[src/rtl/fusion_issue_ctrl.sv]
// fusion_issue_ctrl: two-entry window between fetch and the fusion decoder.
// It pairs LUI+ADDI, AUIPC+JALR and LOAD+ALU and issues one payload per handshake.
//
// Ports:
//   clk, rst        core clock and asynchronous active-low reset
//   in_valid/ready  fetch handshake; in_instr and in_pc are the offered entry
//   flush           synchronous redirect that empties the window
//   out_valid/ready issue handshake towards decode
//   out_instr0/1    head and partner (partner is zero when the payload is single)
//   out_pc          PC of the head
//   fuse_flag/type  fused-pair marker: 00 none, 01 LUI+ADDI, 10 AUIPC+JALR, 11 LOAD+ALU
//   fused_cnt       saturating count of fused issues
module fusion_issue_ctrl #(
  parameter int unsigned WAIT_MAX = 2,
  parameter int unsigned CNT_W    = 16
) (
  input  logic             clk,
  input  logic             rst,
  input  logic             in_valid,
  output logic             in_ready,
  input  logic [31:0]      in_instr,
  input  logic [31:0]      in_pc,
  input  logic             flush,
  output logic             out_valid,
  input  logic             out_ready,
  output logic [31:0]      out_instr0,
  output logic [31:0]      out_instr1,
  output logic [31:0]      out_pc,
  output logic             fuse_flag,
  output logic [1:0]       fuse_type,
  output logic [CNT_W-1:0] fused_cnt
);

  localparam logic [6:0] OP_LUI   = 7'b0110111;
  localparam logic [6:0] OP_AUIPC = 7'b0010111;
  localparam logic [6:0] OP_LOAD  = 7'b0000011;
  localparam logic [6:0] OP_IMM   = 7'b0010011;
  localparam logic [6:0] OP_JALR  = 7'b1100111;
  localparam logic [6:0] OP_ALU   = 7'b0110011;

  localparam logic [3:0] WAIT_LAST = 4'(WAIT_MAX - 1);
  localparam logic [3:0] WAIT_TOP  = 4'(WAIT_MAX);

  typedef enum logic [1:0] {
    EMPTY,
    GATHER,
    OFFER
  } state_t;

  state_t      state;
  logic [1:0]  count;
  logic [3:0]  wait_cnt;
  logic        lock;
  logic [1:0]  dec_type;
  logic [31:0] s0_instr;
  logic [31:0] s0_pc;
  logic [31:0] s1_instr;
  logic [31:0] s1_pc;

  logic push;
  logic pop;
  logic fused;

  function automatic logic is_head(
    input logic [31:0] i
  );
    return (i[6:0] == OP_LUI)
        || (i[6:0] == OP_AUIPC)
        || (i[6:0] == OP_LOAD);
  endfunction

  function automatic logic [1:0] pair_type(
    input logic [31:0] i0,
    input logic [31:0] p0,
    input logic [31:0] i1,
    input logic [31:0] p1
  );
    logic [4:0] rd0;
    logic       link;
    logic       f3z;
    logic [1:0] t;
    rd0  = i0[11:7];
    link = (p1 == p0 + 32'd4) && (rd0 != 5'd0);
    f3z  = (i1[14:12] == 3'b000);
    t    = 2'b00;
    unique case (1'b1)
      i0[6:0] == OP_LUI: begin
        if (link && i1[6:0] == OP_IMM && f3z
            && i1[19:15] == rd0 && i1[11:7] == rd0)
          t = 2'b01;
      end
      i0[6:0] == OP_AUIPC: begin
        if (link && i1[6:0] == OP_JALR && f3z
            && i1[19:15] == rd0)
          t = 2'b10;
      end
      i0[6:0] == OP_LOAD: begin
        if (link && i1[6:0] == OP_ALU
            && (i1[19:15] == rd0 || i1[24:20] == rd0))
          t = 2'b11;
      end
      default: t = 2'b00;
    endcase
    return t;
  endfunction

  assign in_ready  = (count < 2'd2);
  assign push      = in_valid && in_ready;
  assign out_valid = (state == OFFER);
  assign pop       = out_valid && out_ready;
  assign fused     = !lock && (count == 2'd2)
                  && (dec_type != 2'b00);

  assign out_instr0 = out_valid ? s0_instr : '0;
  assign out_pc     = out_valid ? s0_pc : '0;
  assign out_instr1 = fused_out() ? s1_instr : '0;
  assign fuse_flag  = fused_out();
  assign fuse_type  = fused_out() ? dec_type : 2'b00;

  function automatic logic fused_out();
    return out_valid && fused;
  endfunction

  always_ff @(posedge clk or negedge rst) begin
    if (!rst) begin
      state     <= EMPTY;
      count     <= 2'd0;
      wait_cnt  <= 4'd0;
      lock      <= 1'b0;
      dec_type  <= 2'b00;
      s0_instr  <= '0;
      s0_pc     <= '0;
      s1_instr  <= '0;
      s1_pc     <= '0;
      fused_cnt <= '0;
    end else if (flush) begin
      state    <= EMPTY;
      count    <= 2'd0;
      wait_cnt <= 4'd0;
      lock     <= 1'b0;
      dec_type <= 2'b00;
    end else begin
      if (pop && fused && fused_cnt != '1)
        fused_cnt <= fused_cnt + 1'b1;
      unique case (state)
        EMPTY: begin
          if (push) begin
            s0_instr <= in_instr;
            s0_pc    <= in_pc;
            count    <= 2'd1;
            wait_cnt <= 4'd0;
            dec_type <= 2'b00;
            state    <= is_head(in_instr) ? GATHER : OFFER;
          end
        end
        GATHER: begin
          if (push) begin
            s1_instr <= in_instr;
            s1_pc    <= in_pc;
            count    <= 2'd2;
            dec_type <= lock ? 2'b00
                      : pair_type(s0_instr, s0_pc,
                                  in_instr, in_pc);
            state    <= OFFER;
          end else if (wait_cnt == WAIT_LAST) begin
            // partner never showed up: commit to a single
            wait_cnt <= WAIT_TOP;
            lock     <= 1'b1;
            dec_type <= 2'b00;
            state    <= OFFER;
          end else begin
            wait_cnt <= wait_cnt + 4'd1;
          end
        end
        OFFER: begin
          if (pop) begin
            lock     <= 1'b0;
            wait_cnt <= 4'd0;
            dec_type <= 2'b00;
            if (fused) begin
              count <= 2'd0;
              state <= EMPTY;
            end else if (count == 2'd2) begin
              s0_instr <= s1_instr;
              s0_pc    <= s1_pc;
              count    <= 2'd1;
              state    <= is_head(s1_instr) ? GATHER : OFFER;
            end else if (push) begin
              s0_instr <= in_instr;
              s0_pc    <= in_pc;
              count    <= 2'd1;
              state    <= is_head(in_instr) ? GATHER : OFFER;
            end else begin
              count <= 2'd0;
              state <= EMPTY;
            end
          end else if (push) begin
            // decision register is untouched, so the payload stays stable
            s1_instr <= in_instr;
            s1_pc    <= in_pc;
            count    <= 2'd2;
          end
        end
        default: begin
          state <= EMPTY;
          count <= 2'd0;
        end
      endcase
    end
  end

endmodule

[config.mk]
export PLATFORM = sky130hd
export DESIGN_NAME = fusion_issue_ctrl
export DESIGN_NICKNAME = d
export VERILOG_FILES = /design/src/rtl/fusion_issue_ctrl.sv
export SDC_FILE = /design/constraint.sdc
export NUM_CORES = 1
export LEC_CHECK = 0
export CAP_MARGIN = 30
export CELL_PAD_IN_SITES_DETAIL_PLACEMENT = 0
export CELL_PAD_IN_SITES_GLOBAL_PLACEMENT = 1
export CORE_MARGIN = 2
export CORE_UTILIZATION = 35
export DETAILED_ROUTE_END_ITERATION = 8
export PLACE_DENSITY = 0.82
export SYNTH_ARGS = -nofsm -noshare
export SYNTH_HDL_FRONTEND = slang
export SYNTH_SLANG_ARGS = --single-unit
[constraint.sdc]
create_clock -name clk -period 3.3 [get_ports clk]
set_input_delay 0.495 -clock clk [delete_from_list [all_inputs] [get_ports clk]]
set_output_delay 0.495 -clock clk [all_outputs]
set_load 0.03 [all_outputs]
==> summary.md <==
| Metric | Value |
|---|---|
| Initial core utilization | `0.354` |
| Hold-fix buffers at CTS | `0` |
| Reg area | `about 0.0039 mm^2` |
| Required arrival time at the worst endpoint | `2.80 ns` |
| GRT overflow | `0` |
| Top-level I/O count | `around 190` |
| Final core area utilization | `0.475` |
| DR DRC count | `0` |
| Post-DP HPWL | `18.2 mm` |
| Area of the multi-input gates | `roughly 0.0044 mm^2` |
| Cell Rows | `57` |
| Sequential cell area fraction in the yosys report | `0.453` |
| Iter 0 DRT Violations | `509` |
| Via count of the first global-routing pass | `7,506` |
| Count of pins over their slew limit | `0` |
| Power density over cell area | `765 mW/mm^2` |
| Min-delay worst type | `in2async` |
| Wire per inst | `18.6 um` |
| Most common cell after layout, fill and taps aside | `sky130_fd_sc_hd__clkdlybuf4s50_1` |
| Floorplan Core Area | `0.0242 mm^2` |
| Met2 layer wire length in the routed design | `12.5 mm` |
| Buffer count from post-CTS setup fixing | `0` |
| Nets in the synthesized netlist | `between 900 and 1,000` |
| Top achievable clock speed | `approximately 320 MHz` |
| Leak | `4.60 nW` |
| DRT met1 WL | `12.1 mm` |
| Die X-Extent | `160 um` |
| Flip-flop and latch count after synthesis | `about 160` |
| EDFF count, synth | `0` |
| Die outline area | `0.0257 mm^2` |
| Final Net Count | `~1,100` |
| Final hold violations | `0` |
| Worst Reg-to-Reg Cells | `8` |
| Synthesized instance count | `903` |
| Antenna violations before repair | `1` |
| Antenna violation net count after detailed routing | `0` |
| First-pass DRT Iterations | `5` |
| Synth Warn # | `0` |
| Global-route wire length before repair | `about 42 mm` |
| RSZ-0062 raised after global routing | `false` |
| Maximum number of pins on one net before global-route repair | `74` |
| Share of synthesized registers carrying an async set or reset | `1.00` |
| Maximum level of the CTS H-tree | `4` |
| Overall via count from detail_route | `7,561` |
| Clock tree from TritonCTS | `done` |
| Highest routed metal layer | `met4` |
| Number of fill cells in the layout | `2,268` |
| Maximum buffer depth of the clock tree | `2` |
| # Max-Cap Violations | `0` |
| Routed met3 length | `a little over 1 mm` |
| Sort of element at the end of the critical path | `primary output` |
| Critical path class | `reg2out` |
| Maximum fanout along the worst path | `41` |
| Combined area of all synthesized cells | `0.00856 mm^2` |
| Number of gates given a new drive strength after cts | `0` |
| Setup ws final | `0.179 ns` |
| Latest clock arrival within the worst-skew pair | `roughly 0.44 ns` |
| CTS clock-pin slew for the worst setup and hold paths | `0.08 ns` |
| Power, Total | `0.00878 W` |
| Count of distinct cell types in the synthesized netlist | `between 50 and 60` |
| Startpoint kind of the worst setup timing path | `register` |
| Share of final-layout standard cells stronger than drive strength 1 | `0.126` |
| Primary flip-flop cell chosen by synthesis mapping | `sky130_fd_sc_hd__dfrtp_1` |
| Measured slew at the worst slew-check pin | `0.895 ns` |
| TritonCTS Sinks | `155` |
| Worst setup slack before clock tree synthesis | `approximately 0.37 ns` |
| Run status | `complete, no violations` |
| Setup-failing EPs final | `0` |
| Flop-to-flop setup slack | `0.42 ns` |
| Worst-case headroom to the max-slew limit | `0.403` |
| Skew final | `0.0120 ns` |
| Routability congestion estimate | `approximately 0.86` |
| Synthesis-to-layout area growth | `34.1%` |
| Max rail drop VDD | `0.000362 V` |
| Root cell of the clock tree | `sky130_fd_sc_hd__clkbuf_16` |
| Detailed Route WL | `26.1 mm` |
| CTS Buf Count | `17` |
| Setup Total Neg Slack | `0 ns` |
| Fin crit share | `0.946` |
| Most frequent cells in the layout | `sky130_fd_sc_hd__clkdlybuf4s50_1 (184), sky130_fd_sc_hd__dfrtp_1 (155), sky130_fd_sc_hd__nor2_1 (90), sky130_fd_sc_hd__a21oi_1 (90), sky130_fd_sc_hd__o22ai_1 (66)` |
| Overall fraction of global-route tracks in use | `0.203` |
| Crit path arrival time | `2.63 ns` |
| Mean instance size in the synthesized netlist | `between 9 and 10 um^2` |
| Input/output buffers | `185` |
| Via-per-instance ratio | `about 5.4` |
| Chip Height | `160 um` |
| Final period demand of the worst path | `approximately 3.1 ns` |
[through the flow]
step                hold slack (ns)  area [um^2]  cells
finish                       0.0346        11500   1402
global placement              0.474        10900   1369
CTS                          0.0568        11500   1401
global route                 0.0721        11500   1402
floorplan                     0.199         8560    903
detailed placement            0.489        10900   1369
[kinds of logic (layout without fill, tap and decap cells)]
| kind of cell | Yosys count | after routing | share of synthesized area |
|---|---|---|---|
| AO/OA/AOI/OAI | 199 | 199 | 0.136 |
| XOR/XNOR | 72 | 72 | 0.0737 |
| adder cells (fa/ha/maj) | 4 | 4 | 0.00585 |
| buffers and inverters | 74 | 248 | 0.0335 |
| flip-flops | 155 | 155 | 0.453 |
| multiplexers | 67 | 67 | 0.0879 |
| other | 0 | 1 | 0 |
| AND/OR/NAND/NOR | 332 | 332 | 0.210 |
[routing by layer]
layer,track usage,vias to the layer above
li1,-,3553
met1,0.281,3780
met2,0.329,198
met3,0.0331,30
met4,0.0618,0
met5,0,-
[final timing paths]
kind,from,to
worst max-delay path,state[1],out_pc[4]
worst min-delay path,rst,fused_cnt[2]
worst max register to register,s0_pc[4],dec_type[0]
worst min register to register,fused_cnt[10],fused_cnt[10]
max in group asynchronous,rst,s0_instr[1]
min in group clk,fused_cnt[10],fused_cnt[10]
[critical path, stage by stage (launching register included)]
cell,delay [ns]
sky130_fd_sc_hd__dfrtp_1,0.53
sky130_fd_sc_hd__nand2b_1,0.23
sky130_fd_sc_hd__clkinv_2,0.29
sky130_fd_sc_hd__buf_12,0.23
sky130_fd_sc_hd__and2_1,0.21
sky130_fd_sc_hd__clkdlybuf4s50_1,0.69
[state kept, by name, summed over array words and instances, names as in the netlist]
name and flops:
lock 1, state 2, s0_instr 32, s1_instr 32
s1_pc 32, fused_cnt 16, dec_type 2, wait_cnt 4
count 2, s0_pc 32
[area by class of cell]
cell class | instances | share of cell area
multi-input combinational | 674 | 0.386
sequential | 155 | 0.338
timing repair buffer | 210 | 0.188
clock buffer | 17 | 0.0371
tap | 324 | 0.0353
clock inverter | 15 | 0.0135
inverter | 6 | 0.00207
antenna | 1 | 0.000218
[cells in the mapped netlist, types with 2 or more instances]
| cell type | number | area share |
|---|---|---|
| sky130_fd_sc_hd__dfrtp_1 | 155 | 0.45 |
| sky130_fd_sc_hd__a21oi_1 | 90 | 0.053 |
| sky130_fd_sc_hd__nor2_1 | 90 | 0.039 |
| sky130_fd_sc_hd__o22ai_1 | 66 | 0.048 |
| sky130_fd_sc_hd__mux2_2 | 65 | 0.086 |
| sky130_fd_sc_hd__and2_1 | 63 | 0.046 |
| sky130_fd_sc_hd__clkbuf_1 | 58 | 0.025 |
| sky130_fd_sc_hd__xnor2_1 | 48 | 0.049 |
| sky130_fd_sc_hd__and3_1 | 40 | 0.029 |
| sky130_fd_sc_hd__nand2_1 | 33 | 0.014 |
| sky130_fd_sc_hd__xor2_1 | 24 | 0.025 |
| sky130_fd_sc_hd__nand3_1 | 23 | 0.013 |
| sky130_fd_sc_hd__nor3_1 | 20 | 0.012 |
| sky130_fd_sc_hd__nand4_1 | 12 | 0.0088 |
| sky130_fd_sc_hd__o21ai_0 | 11 | 0.0064 |
| sky130_fd_sc_hd__nand2b_1 | 9 | 0.0066 |
| sky130_fd_sc_hd__nor4_1 | 8 | 0.0058 |
| sky130_fd_sc_hd__a31oi_1 | 7 | 0.0051 |
| sky130_fd_sc_hd__buf_2 | 7 | 0.0041 |
| sky130_fd_sc_hd__inv_1 | 6 | 0.0026 |
| sky130_fd_sc_hd__or3_1 | 6 | 0.0044 |
| sky130_fd_sc_hd__and4_1 | 5 | 0.0051 |
| sky130_fd_sc_hd__ha_1 | 4 | 0.0058 |
| sky130_fd_sc_hd__a221oi_1 | 3 | 0.0031 |
| sky130_fd_sc_hd__buf_1 | 3 | 0.0013 |
| sky130_fd_sc_hd__nand3b_1 | 3 | 0.0026 |
| sky130_fd_sc_hd__nor2b_1 | 3 | 0.0022 |
| sky130_fd_sc_hd__nor3b_1 | 3 | 0.0026 |
| sky130_fd_sc_hd__nor4b_1 | 3 | 0.0031 |
| sky130_fd_sc_hd__o21ai_1 | 3 | 0.0018 |
| sky130_fd_sc_hd__o31ai_1 | 3 | 0.0026 |
| sky130_fd_sc_hd__o32ai_1 | 3 | 0.0031 |
| sky130_fd_sc_hd__a21boi_0 | 2 | 0.0018 |
| sky130_fd_sc_hd__a2bb2oi_1 | 2 | 0.0020 |
| sky130_fd_sc_hd__mux2i_1 | 2 | 0.0023 |
| sky130_fd_sc_hd__nand4b_1 | 2 | 0.0020 |
| sky130_fd_sc_hd__o32a_1 | 2 | 0.0023 |
| sky130_fd_sc_hd__or2_2 | 2 | 0.0015 |
| sky130_fd_sc_hd__or4_1 | 2 | 0.0018 |
[power breakdown]
group	internal [W]	switching, W
clock	0.00101	0.000929
combinational	0.00164	0.00188
sequential	0.00261	0.000716
(Power assumes the default switching activity.)
